<file path="config.mk">
export PLATFORM = sky130hd
export DESIGN_NAME = data_mem_mmio
export DESIGN_NICKNAME = d
export VERILOG_FILES = /design/src/rtl/data_mem_mmio.sv
export SDC_FILE = /design/constraint.sdc
export NUM_CORES = 2
export LEC_CHECK = 0
export ABC_CLOCK_PERIOD_IN_PS = 4250
export CORE_MARGIN = 3
export CORE_UTILIZATION = 45
export CTS_CLUSTER_DIAMETER = 60
export DETAILED_ROUTE_END_ITERATION = 7
export PLACE_DENSITY_LB_ADDON = 0.3
export SLEW_MARGIN = 10
export SYNTH_ARGS = -nofsm -noshare
export SYNTH_HDL_FRONTEND = slang
export SYNTH_SLANG_ARGS = --single-unit
</file>
<file path="constraint.sdc">
create_clock -name clk -period 4.25 [get_ports clk]
set_clock_uncertainty 0.2 [all_clocks]
set_input_delay 0.85 -clock clk [delete_from_list [all_inputs] [get_ports clk]]
set_output_delay 0.85 -clock clk [all_outputs]
set_load 0.05 [all_outputs]
</file>
<file path="src/rtl/data_mem_mmio.sv">
// Data-side memory for the single-cycle core: word RAM plus a small MMIO page
// holding GPIO out/in and a compare timer with a pending flag.
module data_mem_mmio #(
    parameter int DEPTH_WORDS = 64,
    parameter int GPIO_W      = 8
) (
    input  logic              clk,
    input  logic              reset,
    input  logic              memWrite,
    input  logic [31:0]       addr,
    input  logic [31:0]       writeData,
    output logic [31:0]       readData,
    input  logic [GPIO_W-1:0] gpio_in,
    output logic [GPIO_W-1:0] gpio_out,
    output logic              timer_irq,
    output logic              addr_err
);

    localparam int AW = $clog2(DEPTH_WORDS);

    localparam logic [31:0] A_GOUT = 32'hFFFF_FF00;
    localparam logic [31:0] A_GIN  = 32'hFFFF_FF04;
    localparam logic [31:0] A_CNT  = 32'hFFFF_FF08;
    localparam logic [31:0] A_CMP  = 32'hFFFF_FF0C;
    localparam logic [31:0] A_CTRL = 32'hFFFF_FF10;

    logic [31:0]       r_mem [DEPTH_WORDS];
    logic [GPIO_W-1:0] r_gpio_out;
    logic [GPIO_W-1:0] r_sync1;
    logic [GPIO_W-1:0] r_sync2;
    logic [31:0]       r_cnt;
    logic [31:0]       r_cmp;
    logic              r_en;
    logic              r_ar;
    logic              r_pend;

    logic              w_aligned;
    logic              w_sel_ram;
    logic              w_sel_gout;
    logic              w_sel_gin;
    logic              w_sel_cnt;
    logic              w_sel_cmp;
    logic              w_sel_ctrl;
    logic              w_match;
    logic [AW-1:0]     w_idx;
    logic [31:0]       w_rdata;

    assign w_aligned  = (addr[1:0] == 2'b00);
    assign w_sel_ram  = w_aligned && (addr[31:AW+2] == '0);
    assign w_sel_gout = (addr == A_GOUT);
    assign w_sel_gin  = (addr == A_GIN);
    assign w_sel_cnt  = (addr == A_CNT);
    assign w_sel_cmp  = (addr == A_CMP);
    assign w_sel_ctrl = (addr == A_CTRL);
    assign w_idx      = addr[AW+1:2];

    assign addr_err = !(w_sel_ram || w_sel_gout || w_sel_gin ||
                        w_sel_cnt || w_sel_cmp || w_sel_ctrl);

    // Match only counts while enabled; EN sampled before any CTRL write lands
    assign w_match = r_en && (r_cnt == r_cmp);

    always_comb begin
        w_rdata = '0;
        unique case (1'b1)
            w_sel_ram:  w_rdata = r_mem[w_idx];
            w_sel_gout: w_rdata = 32'(r_gpio_out);
            w_sel_gin:  w_rdata = 32'(r_sync2);
            w_sel_cnt:  w_rdata = r_cnt;
            w_sel_cmp:  w_rdata = r_cmp;
            w_sel_ctrl: w_rdata = {29'd0, r_pend, r_ar, r_en};
            default:    w_rdata = '0;
        endcase
    end

    assign readData  = w_rdata;
    assign gpio_out  = r_gpio_out;
    assign timer_irq = r_pend;

    // RAM has no reset; contents are undefined until written
    always_ff @(posedge clk) begin
        if (memWrite && w_sel_ram) begin
            r_mem[w_idx] <= writeData;
        end
    end

    always_ff @(posedge clk or negedge reset) begin
        if (!reset) begin
            r_gpio_out <= '0;
            r_sync1    <= '0;
            r_sync2    <= '0;
            r_cnt      <= '0;
            r_cmp      <= 32'hFFFF_FFFF;
            r_en       <= 1'b0;
            r_ar       <= 1'b0;
            r_pend     <= 1'b0;
        end else begin
            r_sync1 <= gpio_in;
            r_sync2 <= r_sync1;
            if (memWrite && w_sel_gout) begin
                r_gpio_out <= writeData[GPIO_W-1:0];
            end
            if (memWrite && w_sel_cmp) begin
                r_cmp <= writeData;
            end
            if (memWrite && w_sel_ctrl) begin
                r_en <= writeData[0];
                r_ar <= writeData[1];
            end
            if (memWrite && w_sel_cnt) begin
                r_cnt <= writeData;
            end else if (r_en) begin
                r_cnt <= (w_match && r_ar) ? 32'd0 : r_cnt + 32'd1;
            end
            // A match in the clear cycle keeps the flag set
            if (w_match) begin
                r_pend <= 1'b1;
            end else if (memWrite && w_sel_ctrl && writeData[2]) begin
                r_pend <= 1'b0;
            end
        end
    end

endmodule

</file>
Word-level counts from Yosys, hierarchy flattened. Memories as Yosys holds them, arrays and structs flattened. Index checks and enable logic that the tools add are counted. W data, S select, Z words.

Add/subtract/negate cells: 1. Mux-type cells: 8. Eq/ne operators: 6. Reductions and logical operators: 19.

Operator list (count): $pmux W32 S6 (1); $eq A32 B32 Y1 const B (5); $mux W32 (3); $add A32 B1 Y32 const B (1); $eq A32 B32 Y1 (1); $logic_not A24 Y1 (1); $logic_and A1 B1 Y1 (9); $logic_or A1 B1 Y1 (5); $mux W1 (4); $reduce_bool A2 Y1 (2); $logic_not A2 Y1 (1); $logic_not A1 Y1 (1).

Output and inout port bits: 42. Memories kept: 1. Memory bits (writable): 2048. Flip-flop bits (word level): 91.

Memory list: r_mem (depth 64, width 32, read ports 1, clocked after memory_dff 0, wr ports 1, RTL line 27) `logic [31:0] r_mem [DEPTH_WORDS];`.

Longest topological paths before layout.
Depth in word-level cells: 8. Mapped depth: 12. Gate-level depth less buffers: 7.

Least setup slack after synthesis. OpenSTA, ideal clock, no wires.

Kind: input to output. Start: input port addr[13]. End: output port readData[17]. Path slack: -0.328 ns. Cell stages on the path: 7. Required time: 3.200 ns. Data arrival time: 3.528 ns. Path through: or4_1 -> nor4_2 -> nand4_2 -> buf_2 -> a2111oi_2 -> nand2_1 -> o31ai_1.

Cells in the longest elaborated chain, start to end: 3. Elaborated cells on any way between the ends: 8. Classes of those cells: eq/ne: 5; mux: 1; reduce/logical: 2.

RTL lines: start, declared (RTL line 10) `input logic [31:0] addr,`; $logic_not A24 Y1 (RTL line 49) `assign w_sel_ram = w_aligned && (addr[31:AW+2] == '0);`; $logic_and A1 B1 Y1 (RTL line 49); $pmux W32 S6 (*) (RTL line 65) `unique case (1'b1)`; end, declared (RTL line 12) `output logic [31:0] readData,`.

Mark *: on every way between the ends. The rest lies on a longest branch, timed or not.

Final worst setup path.
Start: input port addr[2]. End: output port readData[8].

Cells in the longest elaborated chain, start to end: 2. Elaborated cells on any way between the ends: 7. Classes of those cells: eq/ne: 5; mux: 1; memory: 1.

RTL lines (RTL line): $mem_v2 Z64 W32, or another cell as far along; $pmux W32 S6 (*) (65).

Marks and branches as above.

==> flow_summary_export.csv <==
group,metric,value,unit
synthesis,ys_async_sr_fraction,4.25,%
sta,fmax,220,MHz
clock_network,cts_tree,"yes",
place,place_area,0.0952,sq mm
drt,drt.antenna.violating_nets,0,
final_layout,final_common_cell,"edfxtp_1",
setup_path,r2r-start,"r_cnt[13]$_DFFE_PN0P_",
synthesis,synthFlopType,"edfxtp_1",
grt,antenna_found_initial,13,
place,post-dp-hpwl,175000,microns
final_layout,nFillCells,13300,
clock_network,htree_levels,4,
clock_network,clkSinkCount,2139,
hold_path,min_from,"r_sync1[5]$_DFF_PN0_",
setup_path,worstRegToRegCells,9,
grt,grt_pass1_wl,375000,microns
synthesis,seq_area_frac_synth,76.3,%
run_status,status,"finished, violations left",
sta,slew_viol_final,0,
drt,totalWireLength,271000,microns
synthesis,ys_ff_latch,2139,
run_status,violations,"setup timing",
die,fp.dieArea,0.191,sq mm
grt,grt_max_degree,67,
final_layout,fin_area,0.106,sq mm
grt,grt_pass1_vias,47400,
clock_network,insertion_delay,850,ps
sta,rsz0062_at_grt,"yes",
drt,firstDrtPassIters,6,
die,initial_utilization,45.5,%
power_and_ir_drop,irDropWorstVdd,0.347,mV
drt,route.detailed.drc,0,
place,dp_slack,-1030,ps
setup_path,critPathMaxFanout,8,
synthesis,synth_edf_count,2048,
die,io_pins,117,
setup_path,reg2reg_slack,1280,ps
clock_network,clockBufferDepth,3,
sta,fin_crit,4540,ps
synthesis,syn_area,0.0836,sq mm
sta,min_period_over_period,107,%
synthesis,synth_warnings,0,
setup_path,worstPathRequired,3200,ps
setup_path,crit_type,"input port to output port",
die,coreArea,0.184,sq mm
setup_path,r2r-end,"r_cnt[4]$_DFFE_PN0P_",
sta,setup_viol,30,
drt,drt-wirelength-per-cell,35.1,microns
drt,vias_per_cell,6.30,
hold_path,worstHoldPathCells,0,
grt,gr-total-overflow,0,
final_layout,multi_input_area,0.0204,sq mm
run,max_cap_violations,0,
power_and_ir_drop,p_leak,35.5,nW
synthesis,synth_fp_nets,4149,
final_layout,layout_common_cells,"edfxtp_1 (2048), buf_4 (582), mux4_2 (412), buf_12 (228), clkbuf_16 (218)",
final_layout,fin_nets,5171,
die,die_w,437,microns
hold_path,min_path_type,"register to register",
final_layout,drive_gt1_share,40.1,%
grt,grt_use_total,28.1,%
power_and_ir_drop,power.density,428,mW/mm^2
die,die_h,437,microns
setup_path,cp-end-kind,"output port",
die,num_rows,157,
place,portBuffers,116,
final_layout,area_delta_synth_final,27.3,%
final_layout,register_area,0.0638,sq mm
sta,worst_pin_slew,1250,ps
hold_path,worstHoldEndpoint,"r_sync2[5]$_DFF_PN0_",
synthesis,syn_inst,4073,
setup_path,critPathLaunchType,"input port",
drt,initialDrtViolationCount,7333,
sta,timing_hold_violations_final,0,
clock_network,cts_root_buf,"clkbuf_16",
synthesis,synth_cell_types,74,
clock_network,cts_buffers,211,
sta,relSlewSlack,16.6,%
place,place_congestion,0.968,
sta,fin_ws,-290,ps
clock_network,cts.clk_slew.worst_paths,60,ps
synthesis,syn_avg_cell_area,20.5,sq um
drt,vias,48800,
setup_path,crit_arrival,3490,ps
## registers in the layout (all words and copies together) (netlist names)
| name | cells |
|---|---|
| r_mem | 2048 |
| r_cnt | 32 |
| r_en | 1 |
| r_sync1 | 8 |
| gpio_out | 8 |
| r_cmp | 32 |
| r_ar | 1 |
| timer_irq | 1 |
| r_sync2 | 8 |
## cell usage after synthesis (16+ instances only)
library cell,count,area share (%)
edfxtp_1,2048,74
mux4_2,405,11
mux2i_1,220,2.6
nand2_1,143,0.64
nor2_1,119,0.53
a22oi_1,118,1.1
buf_2,100,0.60
mux2_2,73,0.98
a21oi_1,61,0.37
dfrtp_1,59,1.8
nand3_1,52,0.31
clkbuf_1,51,0.23
nand4_1,51,0.38
buf_4,46,0.41
o21ai_0,43,0.26
xnor2_1,40,0.42
dfstp_2,32,1.0
o31ai_1,28,0.25
o22ai_1,27,0.20
and3_1,24,0.18
nor2b_1,24,0.18
nor3_1,21,0.13
xor2_1,20,0.21
a22o_1,18,0.19
nor4_1,17,0.13
a211oi_1,16,0.14
a221oi_1,16,0.17
buf_6,16,0.22
## per-stage QoR
stage | hold WS [ps] | std cells | setup TNS [ps] | total power [mW] | util, %
floorplan | 131 | 4073 | -138510 | 24.5 | -
detailed placement | 140 | 7203 | -541500 | 25.9 | 51.8
finish | 152 | 7736 | -5290 | 45.5 | 57.9
CTS | 155 | 7684 | -4090 | 45.5 | 57.2
global route | 158 | 7734 | -6430 | 46.6 | 57.9
global placement | 138 | 7203 | -526100 | 25.9 | 51.8
## power breakdown
part           switching (mW)  internal (mW)  leakage (nW)
Combinational            1.60           1.19          12.6
Sequential            0.00662           23.1          19.4
Clock                    8.16           11.5          3.53
Total                    9.77           35.7          35.5
## worst max-delay path by stage
stage,cells after the start,from,end
floorplan,6,addr[13],r_mem[11][0]$_DFFE_PP_
global placement,12,addr[2],readData[1]
detailed placement,12,addr[2],readData[1]
CTS,8,addr[2],readData[15]
global route,9,addr[2],readData[15]
finish,11,addr[2],readData[8]
## repair_timing
item	CTS	global route
hold endpoints to repair	40	0
pin swaps	99	98
endpoints found under the setup margin	32	32
setup buffers	92	59
cloned	12	5
gates resized for setup	412	179
hold buffers	2	0
## layer usage
metal / up-vias / global-route usage [%] / share of wire, %
met2: 3151 / 43.6 / 47
met4: 6 / 12.9 / 5.1
met1: 25900 / 38.8 / 38
met5: - / 0 / 0.015
met3: 575 / 5.34 / 10
li1: 19100 / - / -
## logic make-up (layout without fill, tap and decap cells)
family	after synthesis	in the layout	synth area share (%)
compound gates	441	441	3.80
flops	2139	2139	76.3
buf+inv	231	1427	1.57
xor+xnor	60	60	0.629
fa+ha+maj	1	1	0.0150
simple gates	495	495	2.88
other cells	0	3	0
mux	706	706	14.8
## worst max-delay path: stages
cell	delay [ps]
buf_16	130
buf_12	110
buf_16	160
buf_6	130
buf_16	130
mux4_2	550
o211ai_1	300
a41o_1	330
a31oi_4	160
a221o_2	420
buf_12	170
## area by class of cell
cell class	count	share of cell area, %
flip-flops and latches	2139	60.0
multi-input cells	1703	19.1
repair buffers	1034	11.1
clock buffers	252	5.17
well taps	2464	2.90
clock inverters	135	1.72
inverters	6	0.0223
diodes	3	0.00706
No activity file was read; power rests on OpenSTA's default activity.
